==> src/rtl/load_store_unit_if.sv <==
// Request/response and data-memory bus of the load/store unit.
// slave is the unit's view; master is the requester plus memory.
interface load_store_unit_if #(
  parameter int BITS = 32
);
  logic            reqValid;
  logic            reqReady;
  logic            reqWrite;
  logic [1:0]      reqSize;
  logic            reqSigned;
  logic [BITS-1:0] reqAddress;
  logic [BITS-1:0] reqWriteData;
  logic            respValid;
  logic [BITS-1:0] respData;
  logic            respError;
  logic [BITS-1:0] memAddress;
  logic [BITS-1:0] memWriteData;
  logic            memEnableRead;
  logic            memEnableWrite;
  logic [BITS-1:0] memReadData;

  modport slave (
    input  reqValid,
    output reqReady,
    input  reqWrite,
    input  reqSize,
    input  reqSigned,
    input  reqAddress,
    input  reqWriteData,
    output respValid,
    output respData,
    output respError,
    output memAddress,
    output memWriteData,
    output memEnableRead,
    output memEnableWrite,
    input  memReadData
  );

  modport master (
    output reqValid,
    input  reqReady,
    output reqWrite,
    output reqSize,
    output reqSigned,
    output reqAddress,
    output reqWriteData,
    input  respValid,
    input  respData,
    input  respError,
    input  memAddress,
    input  memWriteData,
    input  memEnableRead,
    input  memEnableWrite,
    output memReadData
  );
endinterface

==> src/rtl/load_store_unit.sv <==
// Load/store unit: byte/half/word access to a word-wide
// data memory, sub-word stores by read-modify-write.
module load_store_unit #(
  parameter int BITS = 32
) (
  input  logic clk,
  input  logic reset,
  load_store_unit_if.slave bus
);

  typedef enum logic [2:0] {
    IDLE,
    LOAD,
    RMW_READ,
    WRITE,
    ERROR,
    DONE
  } state_e;

  localparam logic [1:0] SZ_BYTE = 2'b00;
  localparam logic [1:0] SZ_HALF = 2'b01;
  localparam logic [1:0] SZ_WORD = 2'b10;
  localparam logic [1:0] SZ_RSVD = 2'b11;

  state_e          state_q, state_d;
  logic            write_q, write_d;
  logic [1:0]      size_q, size_d;
  logic            sign_q, sign_d;
  logic [BITS-1:0] addr_q, addr_d;
  logic [BITS-1:0] wdata_q, wdata_d;
  logic [BITS-1:0] merge_q, merge_d;
  logic [BITS-1:0] rdata_q, rdata_d;
  logic            err_q, err_d;

  logic            rd_en, wr_en;
  logic            ready, accept, bad;
  logic [BITS-1:0] mem_addr, mem_wdata;
  logic [4:0]      shamt;
  logic [BITS-1:0] rd_shift;
  logic [7:0]      lane_b;
  logic [15:0]     lane_h;
  logic [BITS-1:0] load_val;
  logic [BITS-1:0] ins_mask;
  logic [BITS-1:0] ins_data;
  logic [BITS-1:0] merged;

  assign accept = bus.reqValid & ready;

  always_comb begin
    bad = 1'b0;
    unique case (bus.reqSize)
      SZ_HALF: bad = bus.reqAddress[0];
      SZ_WORD: bad = |bus.reqAddress[1:0];
      SZ_RSVD: bad = 1'b1;
      default: bad = 1'b0;
    endcase
  end

  assign shamt    = {addr_q[1:0], 3'b000};
  assign rd_shift = bus.memReadData >> shamt;
  assign lane_b   = rd_shift[7:0];
  assign lane_h   = rd_shift[15:0];

  always_comb begin
    load_val = bus.memReadData;
    unique case (size_q)
      SZ_BYTE: load_val = sign_q
        ? {{(BITS-8){lane_b[7]}}, lane_b}
        : {{(BITS-8){1'b0}}, lane_b};
      SZ_HALF: load_val = sign_q
        ? {{(BITS-16){lane_h[15]}}, lane_h}
        : {{(BITS-16){1'b0}}, lane_h};
      default: load_val = bus.memReadData;
    endcase
  end

  // Lane mask and store data moved into the addressed lane.
  always_comb begin
    if (size_q == SZ_BYTE) begin
      ins_mask = BITS'(32'h0000_00ff) << shamt;
    end else begin
      ins_mask = BITS'(32'h0000_ffff) << shamt;
    end
    ins_data = wdata_q << shamt;
    merged   = (bus.memReadData & ~ins_mask)
             | (ins_data & ins_mask);
  end

  always_comb begin
    state_d   = state_q;
    write_d   = write_q;
    size_d    = size_q;
    sign_d    = sign_q;
    addr_d    = addr_q;
    wdata_d   = wdata_q;
    merge_d   = merge_q;
    rdata_d   = rdata_q;
    err_d     = err_q;
    ready     = 1'b0;
    rd_en     = 1'b0;
    wr_en     = 1'b0;
    mem_addr  = '0;
    mem_wdata = '0;
    unique case (state_q)
      IDLE: begin
        ready = 1'b1;
        if (accept) begin
          write_d = bus.reqWrite;
          size_d  = bus.reqSize;
          sign_d  = bus.reqSigned;
          addr_d  = bus.reqAddress;
          wdata_d = bus.reqWriteData;
          rdata_d = '0;
          err_d   = 1'b0;
          unique case (1'b1)
            bad:
              state_d = ERROR;
            !bad && !bus.reqWrite:
              state_d = LOAD;
            !bad && bus.reqWrite &&
            (bus.reqSize == SZ_WORD):
              state_d = WRITE;
            !bad && bus.reqWrite &&
            (bus.reqSize != SZ_WORD):
              state_d = RMW_READ;
            default:
              state_d = ERROR;
          endcase
        end
      end
      LOAD: begin
        rd_en    = 1'b1;
        mem_addr = {2'b00, addr_q[BITS-1:2]};
        rdata_d  = load_val;
        state_d  = DONE;
      end
      RMW_READ: begin
        rd_en    = 1'b1;
        mem_addr = {2'b00, addr_q[BITS-1:2]};
        merge_d  = merged;
        state_d  = WRITE;
      end
      WRITE: begin
        wr_en     = 1'b1;
        mem_addr  = {2'b00, addr_q[BITS-1:2]};
        mem_wdata = (size_q == SZ_WORD)
                  ? wdata_q : merge_q;
        state_d   = DONE;
      end
      ERROR: begin
        err_d   = 1'b1;
        state_d = DONE;
      end
      DONE: begin
        state_d = IDLE;
      end
      default: state_d = IDLE;
    endcase
  end

  always_ff @(posedge clk) begin
    if (reset) begin
      state_q <= IDLE;
      write_q <= 1'b0;
      size_q  <= SZ_BYTE;
      sign_q  <= 1'b0;
      addr_q  <= '0;
      wdata_q <= '0;
      merge_q <= '0;
      rdata_q <= '0;
      err_q   <= 1'b0;
    end else begin
      state_q <= state_d;
      write_q <= write_d;
      size_q  <= size_d;
      sign_q  <= sign_d;
      addr_q  <= addr_d;
      wdata_q <= wdata_d;
      merge_q <= merge_d;
      rdata_q <= rdata_d;
      err_q   <= err_d;
    end
  end

  // Enables are gated by reset so an aborted RMW never writes.
  assign bus.memEnableRead  = rd_en & ~reset;
  assign bus.memEnableWrite = wr_en & ~reset;
  assign bus.memAddress     = mem_addr;
  assign bus.memWriteData   = mem_wdata;
  assign bus.reqReady       = ready;
  assign bus.respValid      = (state_q == DONE);
  assign bus.respData       = rdata_q;
  assign bus.respError      = err_q;

endmodule
==> src/flat_wrapper.sv <==
// flat-port wrapper written by rule: the top's interface ports become plain ports
module load_store_unit_flat 
#(
  parameter int BITS = 32
)
  (clk, reset, bus_reqValid, bus_reqReady, bus_reqWrite, bus_reqSize, bus_reqSigned, bus_reqAddress, bus_reqWriteData, bus_respValid, bus_respData, bus_respError, bus_memAddress, bus_memWriteData, bus_memEnableRead, bus_memEnableWrite, bus_memReadData);
  load_store_unit_if #(.BITS(BITS)) bus_i ();
  input  logic clk;
  input  logic reset;
  input wire logic [$bits(bus_i.reqValid)-1:0] bus_reqValid;
  output wire logic [$bits(bus_i.reqReady)-1:0] bus_reqReady;
  input wire logic [$bits(bus_i.reqWrite)-1:0] bus_reqWrite;
  input wire logic [$bits(bus_i.reqSize)-1:0] bus_reqSize;
  input wire logic [$bits(bus_i.reqSigned)-1:0] bus_reqSigned;
  input wire logic [$bits(bus_i.reqAddress)-1:0] bus_reqAddress;
  input wire logic [$bits(bus_i.reqWriteData)-1:0] bus_reqWriteData;
  output wire logic [$bits(bus_i.respValid)-1:0] bus_respValid;
  output wire logic [$bits(bus_i.respData)-1:0] bus_respData;
  output wire logic [$bits(bus_i.respError)-1:0] bus_respError;
  output wire logic [$bits(bus_i.memAddress)-1:0] bus_memAddress;
  output wire logic [$bits(bus_i.memWriteData)-1:0] bus_memWriteData;
  output wire logic [$bits(bus_i.memEnableRead)-1:0] bus_memEnableRead;
  output wire logic [$bits(bus_i.memEnableWrite)-1:0] bus_memEnableWrite;
  input wire logic [$bits(bus_i.memReadData)-1:0] bus_memReadData;
  assign bus_i.reqValid = bus_reqValid;
  assign bus_reqReady = bus_i.reqReady;
  assign bus_i.reqWrite = bus_reqWrite;
  assign bus_i.reqSize = bus_reqSize;
  assign bus_i.reqSigned = bus_reqSigned;
  assign bus_i.reqAddress = bus_reqAddress;
  assign bus_i.reqWriteData = bus_reqWriteData;
  assign bus_respValid = bus_i.respValid;
  assign bus_respData = bus_i.respData;
  assign bus_respError = bus_i.respError;
  assign bus_memAddress = bus_i.memAddress;
  assign bus_memWriteData = bus_i.memWriteData;
  assign bus_memEnableRead = bus_i.memEnableRead;
  assign bus_memEnableWrite = bus_i.memEnableWrite;
  assign bus_i.memReadData = bus_memReadData;
  load_store_unit #(.BITS(BITS)) u_core (.clk(clk), .reset(reset), .bus(bus_i));
endmodule
==> config.mk <==
export PLATFORM = sky130hd
export DESIGN_NAME = load_store_unit_flat
export DESIGN_NICKNAME = d
export VERILOG_FILES = /design/src/rtl/load_store_unit_if.sv /design/src/rtl/load_store_unit.sv /design/src/flat_wrapper.sv
export SDC_FILE = /design/constraint.sdc
export NUM_CORES = 1
export LEC_CHECK = 0
export BUFFER_PORTS_ARGS = -buffer_cell sky130_fd_sc_hd__buf_2
export CORE_UTILIZATION = 51
export DETAILED_ROUTE_END_ITERATION = 8
export PLACE_DENSITY = 0.87
export SLEW_MARGIN = 40
export SYNTH_ARGS = -nofsm -noshare
export SYNTH_HDL_FRONTEND = slang
export SYNTH_SLANG_ARGS = --single-unit
==> constraint.sdc <==
create_clock -name clk -period 2 [get_ports clk]
set_input_delay 0.1 -clock clk [delete_from_list [all_inputs] [get_ports clk]]
set_output_delay 0.1 -clock clk [all_outputs]
set_load 0.01 [all_outputs]
# After elaboration in Yosys (flattened, before gate mapping)
# Cells that the tools add are included.
[totals] reg_bits=135 in_bits=103 out_inout_bits=101 elab_cells=67
[op_classes] eq_ne=12 shifts=4 mux=18 bitwise_logic=8 n_reduce_logical=17
[ops] op="$mux W32" n=6
[ops] op="$pmux W32 S2" n=2
[ops] op="$and A32 B32 Y32" n=2
[ops] op="$not A32 Y32" n=1
[ops] op="$or A32 B32 Y32" n=1
[ops] op="$shl A16 B5 Y32 const A" n=1
[ops] op="$shl A32 B5 Y32" n=1
[ops] op="$shl A8 B5 Y32 const A" n=1
[ops] op="$shr A32 B5 Y16" n=1
[ops] op="$mux W30" n=1
[ops] op="$pmux W3 S3" n=2
[ops] op="$eq A2 B2 Y1 const B" n=3
[ops] op="$eq A3 B2 Y1 const B" n=2
[ops] op="$eq A3 B3 Y1 const B" n=2
[ops] op="$reduce_and A2 Y1" n=3
[ops] op="$reduce_or A3 Y1" n=2
[ops] op="$eq A2 B1 Y1 const B" n=2
[ops] op="$logic_and A1 B1 Y1" n=4
[ops] op="$mux W1" n=4
[ops] op="$reduce_bool A2 Y1" n=2
[ops] op="$reduce_or A2 Y1" n=2
[ops] op="$and A1 B1 Y1" n=3
[ops] op="$eq A3 B1 Y1 const B" n=1
[ops] op="$logic_not A3 Y1" n=1
[ops] op="8 further kinds" n=9

# Longest topological paths before layout
# Gate-level depths: netlist of run 1.
[logic_depth] word_depth=8 mapped_depth=8 depth_no_buf=4

# Least setup slack after synthesis of run 1
# Ideal clock, no wire load.
[synth_timing] path_kind="register to register" startpoint="register u_core.addr_q[0]" endpoint="register u_core.rdata_q[22], in the netlist u_core.bus.respData[22]" setup_ps=122 arrival_time_ps=1490 setup_slack_ps=388 stages_incl_launch_ff=6 synth_period_minus_slack_ps=1612 path_cell_list="dfxtp_1 mux4_2 nor2_2 nor3_4 buf_6 a221o_1"
[synth_via] elab_chain_cells=4
[synth_rtl] item="start, declared" line="load_store_unit.sv:29" source="logic [BITS-1:0] addr_q, addr_d;"
[synth_rtl] item="start signal, assigned" line="load_store_unit.sv:177" source="addr_q <= addr_d;"
[synth_rtl] item="$shr A32 B5 Y16 *" line="load_store_unit.sv:60" source="assign rd_shift = bus.memReadData >> shamt;"
[synth_rtl] item="$mux W32 (on tied branches)" line="load_store_unit.sv:71, load_store_unit.sv:68"
[synth_rtl] item="$pmux W32 S2 *" line="load_store_unit.sv:66" source="unique case (size_q)"
[synth_rtl] item="$pmux W32 S2 *" line="load_store_unit.sv:104" source="unique case (state_q)"
[synth_rtl] item="end signal, assigned" line="load_store_unit.sv:180" source="rdata_q <= rdata_d;"
[synth_rtl] item="end, declared" line="load_store_unit.sv:32" source="logic [BITS-1:0] rdata_q, rdata_d;"
# Every way passes the cells marked *; elsewhere a longest branch is shown, timed or not.
# A chain may end at the register's enable or synchronous reset.

# Worst setup path after layout of run 1
[layout_timing] startpoint="register u_core.size_q[0]" endpoint="output bus_memWriteData[15]"
[layout_via] elab_chain_cells=3
[layout_rtl] item="start, declared" line="load_store_unit.sv:27" source="logic [1:0] size_q, size_d;"
[layout_rtl] item="start signal, assigned" line="load_store_unit.sv:175" source="size_q <= size_d;"
[layout_rtl] item="$eq A2 B2 Y1" line="load_store_unit.sv:146" source="mem_wdata = (size_q == SZ_WORD)"
[layout_rtl] item="$mux W32" line="load_store_unit.sv:147" source="? wdata_q : merge_q;"
[layout_rtl] item="$mux W32" line="load_store_unit.sv:104"
[layout_rtl] item="end, declared" line="flat_wrapper.sv:21" source="output wire logic [$bits(bus_i.memWriteData)-1:0] bus_memWriteData;"
# Every way passes these cells.

==> results.json, run 1 <==
{
  "busiest_layer": "met2",
  "syn_avg_cell_area_um2": 7.76,
  "clk_latency_ns": 0.43,
  "internal_power_mw": 5.55,
  "setup_viol": 0,
  "pwr-share-seq": 0.393,
  "status": "completed",
  "slew_headroom": 0.579,
  "die_w_um": 114,
  "grt_use_met2": 0.580,
  "p_switching_mw": 2.54,
  "worstHoldPathCells": 3,
  "root_buffer": "clkbuf_16",
  "cts.sinks": 135,
  "ys_async_sr_fraction": 0,
  "switching_share": 0.314,
  "drt_pass1_iterations": 8,
  "grt_start_max_net_pins": 61,
  "cp_max_fo": 27,
  "synth_cell_types": 50,
  "antennaDiodeCount": 0,
  "clkPwrFrac": 0.364,
  "synth_edf_count": 0,
  "grtUsageTotal": 0.339,
  "utilization": 0.744,
  "grt_pass1_wl_um": 34000,
  "initial_core_util": 0.528,
  "clk_pin_slew_ns": 0.05,
  "dieArea_um2": 13000,
  "cts_tree": "done",
  "yosysMostFrequentCell": "nand2_1",
  "crit_path_max_incr_delay_ns": 0.43,
  "clk_path_buf_depth": 2,
  "synth-seq-cells": 135,
  "p_comb_frac": 0.243,
  "io_pins": 204,
  "synthCells": 824,
  "crit_type": "flip-flop to output pin",
  "wl_um": 22000,
  "finalHoldViolations": 0,
  "wl_per_cell_um": 17.3,
  "vias": 7189,
  "grt_antenna_before_repair": 0,
  "hold_class": "primary input to flip-flop",
  "peakVddDrop_uv": 746,
  "chipHeight_um": 114,
  "reg2reg_depth": 3,
  "tightest_slew_ns": 0.632,
  "synth_flop_cell": "dfxtp_1",
  "yosysWarnings": 0,
  "areaGrowthSynthToFinish_pct": 40.9,
  "globalRouteOverflowTotal": 0,
  "rows": 40,
  "drcViolationCount": 0,
  "htreeDepth": 4,
  "dr.first_iter.drc_count": 848,
  "timing.final.ws_setup_ns": 0.104,
  "fin_crit_ns": 1.90,
  "slew_viol_final": 0,
  "grt_util_met1": 0.386,
  "fmax_mhz": 527,
  "synth_area_leader_cell": "dfxtp_1",
  "gr-usage-met3": 0.0893,
  "arrival_ns": 1.80,
  "finalClockSkew_ns": 0.00962,
  "end_kind": "output pin",
  "crit_chain": "inv_1, nand2_2, buf_12, nand2_1, a21oi_1, buf_2",
  "yosysTopAreaCellShare": 0.422,
  "place.gp.congestion": 0.940,
  "vias_per_cell": 5.66,
  "dp_hpwl_um": 13600,
  "final_antenna_net_count": 0,
  "start_kind": "flip-flop",
  "slowest_stage": "dfxtp_2",
  "min_period_over_period": 0.948,
  "cap_violations": 0,
  "fin_hold_ws_ns": 0.0106,
  "core_um2": 12100,
  "power.density_nw_per_um2": 898,
  "p_leak_nw": 3.69,
  "fin_tns_setup_ns": 0,
  "first_global_vias": 6935,
  "place_ws_ns": 0.245,
  "ys_seq_area_frac": 0.422,
  "syn_area_um2": 6400,
  "yosys-top-cells-count": "nand2_1 (226), dfxtp_1 (135), a21oi_1 (131)",
  "rsz0062_at_grt": "false",
  "cts_made_buffers": 17,
  "crit_required_ns": 1.90,
  "numPortBuffers": 201,
  "synth_top_cells_by_area": "dfxtp_1 (42%), nand2_1 (13%), a21oi_1 (10%)",
  "cts_setup_buffers": 0,
  "drive_gt1_frac": 0.260,
  "fin_nets": 1192
}
-- cell usage in the layout, fill, tap and decap left out, drive strengths merged, types with 17 or more instances in the layout --
cell and n:
nor2 35, and2 39, buf 231, clkbuf 23
a21oi 131, o21ai 33, nand3b 17, o2bb2ai 22
nand2 226, dfxtp 135, dlygate4sd3 88
-- routing by layer --
metal,part of all wire,up-vias
met5,0,-
met4,0.033,0
met3,0.090,71
met2,0.49,413
met1,0.38,3342
li1,-,3363
-- sequential cells by signal (all words and copies together) (netlist names) --
register,cells
u_core.addr_q,32
u_core.merge_q,32
u_core.size_q,2
u_core.bus.respData,32
u_core.state_q,3
u_core.bus.respError,1
u_core.wdata_q,32
u_core.sign_q,1
-- path summary, 6_finish.rpt --
| kind | from | end | slack (ns) |
|---|---|---|---|
| setup / recovery | u_core.size_q[0]$_SDFFE_PP0P_ | bus_memWriteData[15] | 0.10 |
| hold / removal | bus_reqWrite | u_core.state_q[1]$_SDFFE_PP0P_ | 0.01 |
| setup reg to reg | u_core.state_q[2]$_SDFFE_PP0P_ | u_core.bus.respData[26]$_SDFFE_PP0P_ | 0.20 |
| hold reg to reg | u_core.addr_q[13]$_SDFFE_PP0P_ | u_core.addr_q[13]$_SDFFE_PP0P_ | 0.45 |
-- layout make-up --
type | count | area (um2)
Timing Repair Buffer | 319 | 2180
Clock buffer | 23 | 478
Tap cell | 168 | 210
Multi-Input combinational cell | 612 | 3350
Inverter | 4 | 15.0
Fill cell | 889 | 3100
Clock inverter | 9 | 75.1
Sequential cell | 135 | 2710
-- cells by family (layout without fill, tap and decap cells) --
| kind of cell | after synthesis | in the layout | share of synthesized area |
|---|---|---|---|
| other cells | 1 | 2 | 0.000586 |
| simple gates | 345 | 345 | 0.247 |
| flops | 135 | 135 | 0.422 |
| compound gates | 245 | 245 | 0.240 |
| buf+inv | 78 | 355 | 0.0573 |
| mux | 19 | 19 | 0.0321 |
| xor+xnor | 1 | 1 | 0.00137 |
-- metrics by stage --
step	instance area, um2	cells	power, mW
floorplan	6400	825	4.36
detailed placement	7560	1150	4.98
CTS	9000	1270	8.04
finish	9010	1270	8.10
global placement	7560	1150	4.94
global route	9010	1270	8.42
-- worst max-delay path: cells and delay by family, from the launching register on --
kind                   cells  cell delay [ns]
and+or+nand+nor            2             0.23
buffers and inverters      3             0.46
DFF                        1             0.43
AOI/OAI and AO/OA          1             0.24
-- power groups by stage --
stage | combinational, mW | sequential (mW) | clock, mW
floorplan | 1.20 | 3.16 | 0
global placement | 1.74 | 3.21 | 0
detailed placement | 1.77 | 3.22 | 0
CTS | 1.92 | 3.16 | 2.96
global route | 2.13 | 3.20 | 3.08
finish | 1.97 | 3.18 | 2.95
-- timing repair --
action	4_1_cts	5_1_grt
gates resized for setup	2	4
hold buffers	88	0
endpoints found under the hold margin	92	0
setup endpoints to repair	16	40
Power figures use the tool's default switching activity.
==> run 2, diff against run 1 <==
--- a/config.mk
+++ b/config.mk
@@ -5,10 +5,10 @@
 export SDC_FILE = /design/constraint.sdc
 export NUM_CORES = 1
 export LEC_CHECK = 0
-export BUFFER_PORTS_ARGS = -buffer_cell sky130_fd_sc_hd__buf_2
-export CORE_UTILIZATION = 51
+export BUFFER_PORTS_ARGS = -buffer_cell sky130_fd_sc_hd__buf_4
+export CORE_UTILIZATION = 46
 export DETAILED_ROUTE_END_ITERATION = 8
-export PLACE_DENSITY = 0.87
+export PLACE_DENSITY = 0.83
 export SLEW_MARGIN = 40
 export SYNTH_ARGS = -nofsm -noshare
 export SYNTH_HDL_FRONTEND = slang
==> constraint.sdc (replaced) <==
create_clock -name clk -period 1.7 [get_ports clk]
set_input_delay 0.085 -clock clk [delete_from_list [all_inputs] [get_ports clk]]
set_output_delay 0.085 -clock clk [all_outputs]
set_load 0.01 [all_outputs]
==> results.json, run 2 (same netlist as run 1, synthesis figures left out) <==
{
  "fin_crit_ns": 1.79,
  "mostFrequentLayoutCell": "nand2_1",
  "place.gp.congestion": 0.889,
  "internal_power_mw": 7.36,
  "grtUsageTotal": 0.336,
  "vias": 7720,
  "cts_made_buffers": 17,
  "regArea_um2": 2720,
  "timing.rr.end": "u_core.addr_q[4]$_SDFFE_PP0P_",
  "globalRouteOverflowTotal": 0,
  "crit_required_ns": 1.62,
  "rsz0062_at_grt": "true",
  "final_cell_mix": "nand2_1 (221), buf_4 (198), dfxtp_1 (128)",
  "hold_start": "bus_memReadData[13]",
  "slew_headroom": 0.494,
  "p_comb_frac": 0.284,
  "initial_core_util": 0.477,
  "grt_antenna_before_repair": 0,
  "p_switching_mw": 3.35,
  "setup_viol": 26,
  "grt_start_max_net_pins": 69,
  "htreeDepth": 4,
  "pwr-share-seq": 0.351,
  "dieArea_um2": 14400,
  "highest_layer": "met4",
  "worstHoldEndpoint": "u_core.merge_q[13]$_SDFFE_PP0P_",
  "place_inst": 1164,
  "first_global_vias": 7338,
  "chipHeight_um": 120,
  "peakVddDrop_uv": 776,
  "die_w_um": 120,
  "worstHoldPathCells": 3,
  "wl_met2_um": 12800,
  "antennaDiodeCount": 0,
  "dp_hpwl_um": 14100,
  "start_kind": "flip-flop",
  "multi_input_area_um2": 3610,
  "finalPower_mw": 10.7,
  "cp_max_fo": 19,
  "min_period_over_period": 1.05,
  "core_um2": 13400,
  "areaGrowthSynthToFinish_pct": 63.4,
  "drt_pass1_iterations": 5,
  "finalClockSkew_ns": 0.00826,
  "cts.sinks": 135,
  "wl_per_cell_um": 20.0,
  "status": "complete, but fails checks",
  "cap_violations": 0,
  "arrival_ns": 1.71,
  "met1_length_um": 9340,
  "clkPwrFrac": 0.366,
  "fin_cells": 1309,
  "cts_tree": "done",
  "drcViolationCount": 0,
  "switching_share": 0.312,
  "violations": "negative setup slack",
  "crit_type": "flip-flop to output pin",
  "wl_um": 26200,
  "vias_per_cell": 5.90,
  "grt_pass1_wl_um": 37500,
  "timing.final.ws_setup_ns": -0.0921,
  "end_kind": "output pin",
  "nFillCells": 856,
  "r2r-start": "u_core.state_q[1]$_SDFFE_PP0P_",
  "hold_class": "primary input to flip-flop",
  "drive_gt1_frac": 0.327,
  "p_leak_nw": 4.09,
  "clk_pin_slew_ns": 0.06,
  "fmax_mhz": 558,
  "power.density_nw_per_um2": 1020,
  "finalHoldViolations": 0,
  "reg2reg_depth": 7,
  "final_antenna_net_count": 0,
  "clk_latency_ns": 0.43,
  "numPortBuffers": 201,
  "wl_met3_um": 2750,
  "fin_nets": 1224,
  "clk_path_buf_depth": 2,
  "tightest_slew_ns": 0.756,
  "slew_viol_final": 0,
  "dr.first_iter.drc_count": 774,
  "root_buffer": "clkbuf_16",
  "reg2reg_slack_ns": 0.03,
  "rows": 42,
  "io_pins": 204,
  "utilization": 0.780
}
==> run 2: cell count changes in the layout (fill, tap and decap cells not counted), moves of 6 or more <==
| cell | change |
|---|---|
| a21oi_2 | +17 |
| a21oi_1 | -23 |
| buf_4 | +172 |
| dlygate4sd3_1 | +10 |
| and2_4 | +25 |
| and2_1 | -25 |
| buf_2 | -200 |
| a21oi_4 | +6 |
| buf_6 | +39 |
==> run 2: worst max-delay path by stage <==
stage | startpoint | endpoint | cells past startpoint | slack, ns
floorplan | u_core.addr_q[0]$_SDFFE_PP0P_ | u_core.bus.respData[22]$_SDFFE_PP0P_ | 5 | 0.09
global placement | u_core.addr_q[0]$_SDFFE_PP0P_ | u_core.bus.respData[12]$_SDFFE_PP0P_ | 6 | -0.007
detailed placement | u_core.addr_q[0]$_SDFFE_PP0P_ | u_core.bus.respData[9]$_SDFFE_PP0P_ | 6 | -0.04
CTS | u_core.state_q[0]$_SDFFE_PP0P_ | bus_memAddress[2] | 7 | -0.03
global route | u_core.state_q[1]$_SDFFE_PP0P_ | bus_memAddress[6] | 6 | -0.14
finish | u_core.size_q[1]$_SDFFE_PP0P_ | bus_memWriteData[9] | 6 | -0.09
==> run 2: power by group through the flow <==
stage	clock (mW)	combinational, mW	sequential [mW]
finish	3.92	3.04	3.76
global route	4.06	3.23	3.78
global placement	0	2.28	3.78
CTS	3.91	2.69	3.71
floorplan	0	1.41	3.71
detailed placement	0	2.31	3.79
==> run 2: per-stage QoR <==
| step | setup TNS, ns | setup slack [ns] | instance area (um2) | hold slack [ns] |
|---|---|---|---|---|
| 5_1_grt | -2.76 | -0.143 | 10500 | 0.0225 |
| 6_report | -0.590 | -0.0921 | 10500 | 0.0132 |
| 3_3_place_gp | -0.0173 | -0.00724 | 8170 | 0.331 |
| 4_1_cts | -0.452 | -0.0275 | 10100 | 0.00368 |
| 2_1_floorplan | 0 | 0.0879 | 6400 | 0.221 |
| 3_5_place_dp | -0.364 | -0.0430 | 8170 | 0.341 |
==> run 2: final cells by class <==
type	instances	area share
Clock inverter	12	0.0169
Inverter	4	0.00168
Multi-Input combinational cell	612	0.345
Sequential cell	135	0.261
Clock buffer	19	0.0424
Tap cell	176	0.0211
Timing Repair Buffer	351	0.312
==> run 2: per-layer routing <==
metal | track usage | vias to the layer above
met5 | 0 | -
met3 | 0.104 | 117
li1 | - | 3442
met4 | 0.183 | 0
met2 | 0.553 | 560
met1 | 0.387 | 3601
==> run 2: critical path, stage by stage (launching register included) <==
cell and delay [ns]:
dfxtp_4 0.39, inv_4 0.05, nor2_4 0.16, buf_12 0.17
nand2_1 0.10, a21oi_2 0.24, buf_4 0.16
==> run 2: timing repair <==
action                                 in CTS  in global routing
buffers inserted                            6                  4
setup endpoints to repair                  81                158
cloned                                      4                  3
endpoints found under the hold margin     114                  0
pin swaps                                   3                 27
hold buffers                               98                  0
gates resized for setup                    62                 70
==> run 3, diff against run 2 <==
--- a/config.mk
+++ b/config.mk
@@ -6,9 +6,11 @@
 export NUM_CORES = 1
 export LEC_CHECK = 0
 export BUFFER_PORTS_ARGS = -buffer_cell sky130_fd_sc_hd__buf_4
-export CORE_UTILIZATION = 46
+export CELL_PAD_IN_SITES_DETAIL_PLACEMENT = 2
+export CELL_PAD_IN_SITES_GLOBAL_PLACEMENT = 2
+export CORE_UTILIZATION = 25
 export DETAILED_ROUTE_END_ITERATION = 8
-export PLACE_DENSITY = 0.83
+export PLACE_DENSITY = 0.82
 export SLEW_MARGIN = 40
 export SYNTH_ARGS = -nofsm -noshare
 export SYNTH_HDL_FRONTEND = slang
==> results.json, run 3 (same netlist as run 1, synthesis figures left out) <==
{
  "drcViolationCount": 0,
  "cts.sinks": 135,
  "die_w_um": 162,
  "violations": "negative hold slack, negative setup slack",
  "finalPower_mw": 11.4,
  "wl_um": 37500,
  "min_period_over_period": 1.04,
  "rsz0062_at_grt": "true",
  "wl_per_cell_um": 25.3,
  "p_leak_nw": 4.49,
  "crit_required_ns": 1.62,
  "crit_buf_inv": 4,
  "peakVddDrop_uv": 499,
  "arrival_ns": 1.69,
  "final_cell_mix": "buf_4 (210), nand2_1 (195), dfxtp_1 (128)",
  "clk_path_buf_depth": 2,
  "finalHoldViolations": 1,
  "crit_family": "buffers and inverters",
  "root_buffer": "clkbuf_16",
  "grtUsageTotal": 0.256,
  "fin_nets": 1241,
  "areaGrowthSynthToFinish_pct": 73.5,
  "slew_viol_final": 0,
  "initial_core_util": 0.255,
  "hold_class": "primary input to flip-flop",
  "finalClockSkew_ns": 0.0177,
  "crit_type": "flip-flop to output pin",
  "crit_chain": "inv_4, nor2_4, buf_6, buf_12, nand2_1, a21oi_2, buf_4",
  "cap_violations": 0,
  "fin_hold_ws_ns": -0.00353,
  "dieArea_um2": 26200,
  "vias": 7766,
  "final_antenna_net_count": 0,
  "first_global_vias": 8397,
  "place.gp.congestion": 0.825,
  "status": "complete, but fails checks",
  "mostFrequentLayoutCell": "buf_4",
  "end_kind": "output pin",
  "crit_path_max_incr_delay_ns": 0.37,
  "slew_headroom": 0.633,
  "fmax_mhz": 563,
  "nFillCells": 2706,
  "fin_tns_setup_ns": -1.60,
  "slowest_stage": "dfxtp_4",
  "rows": 58,
  "dr.first_iter.drc_count": 363,
  "clk_pin_slew_ns": 0.06,
  "numPortBuffers": 201,
  "fin_crit_ns": 1.78,
  "grt_antenna_before_repair": 0,
  "power.density_nw_per_um2": 1020,
  "timing.final.ws_setup_ns": -0.0754,
  "cts_made_buffers": 17,
  "dpl_cell_area_um2": 8400,
  "dp_hpwl_um": 19500,
  "io_pins": 204,
  "cp_max_fo": 8,
  "tightest_slew_ns": 0.550,
  "htreeDepth": 4,
  "start_kind": "flip-flop",
  "grt_pass1_wl_um": 50500,
  "chipHeight_um": 162,
  "antennaDiodeCount": 0,
  "globalRouteOverflowTotal": 0,
  "cts_tree": "done",
  "drive_gt1_frac": 0.369,
  "grt_start_max_net_pins": 110,
  "post-route-cell-area_um2": 11100,
  "vias_per_cell": 5.24,
  "clk_latency_ns": 0.45,
  "setup_viol": 44,
  "drt_pass1_iterations": 8,
  "core_um2": 25100
}
## run 3: path summary, 6_finish.rpt
kind	start	end	slack (ns)	cells after the start
worst max register to register	u_core.size_q[1]$_SDFFE_PP0P_	u_core.merge_q[9]$_SDFFE_PP0P_	0	7
worst min-delay path	bus_memReadData[4]	u_core.bus.respData[4]$_SDFFE_PP0P_	-0.004	3
worst max-delay path	u_core.size_q[1]$_SDFFE_PP0P_	bus_memWriteData[8]	-0.08	7
worst min register to register	u_core.merge_q[18]$_SDFFE_PP0P_	u_core.merge_q[18]$_SDFFE_PP0P_	0.46	2
## run 3: power by group
part	switching, mW	total [mW]	internal, mW
Sequential	0.328	3.81	3.48
Clock	1.68	3.89	2.22
Combinational	2.00	3.65	1.65
## run 3: cell type report
class / count / area [um2] / area share
Tap cell: 330 / 413 / 0.0372
Multi-Input combinational cell: 612 / 3840 / 0.346
Inverter: 4 / 17.5 / 0.00158
Timing Repair Buffer: 368 / 3520 / 0.317
Sequential cell: 135 / 2720 / 0.245
Clock inverter: 13 / 144 / 0.0130
Clock buffer: 19 / 443 / 0.0399
## run 3: worst register-to-register path, stage by stage (launching register included)
cell	delay, ns
dfxtp_4	0.36
buf_4	0.13
buf_4	0.17
nor3_1	0.25
nor2_1	0.10
buf_4	0.19
and2_1	0.19
o31ai_1	0.22
## run 3: what timing repair did
| item | in CTS | in global routing |
|---|---|---|
| pin swaps | 22 | 47 |
| gates cloned | 6 | 6 |
| hold endpoints to repair | 105 | 0 |
| endpoints found under the setup margin | 68 | 154 |
| hold buffers | 95 | 0 |
| gates resized for setup | 92 | 103 |
| setup buffers | 12 | 10 |
## run 3: per-layer routing
metal | wire length, um | vias to the layer above | GRT usage
met5 | 0 | - | 0
met4 | 1090 | 0 | 0.0999
met3 | 2250 | 70 | 0.0580
met2 | 20100 | 312 | 0.479
met1 | 14100 | 3914 | 0.278
li1 | - | 3470 | -
## run 3: through the flow
stage | hold slack, ns | setup slack [ns] | std cells | utilization
after floorplan | 0.221 | 0.0879 | 825 | -
after global placement | 0.332 | 0.0705 | 1321 | 0.335
after detailed placement | 0.344 | -0.00479 | 1321 | 0.335
after CTS | 0.00424 | -0.0378 | 1465 | 0.418
after global routing | 0.00835 | -0.136 | 1481 | 0.442
final | -0.00353 | -0.0754 | 1481 | 0.442
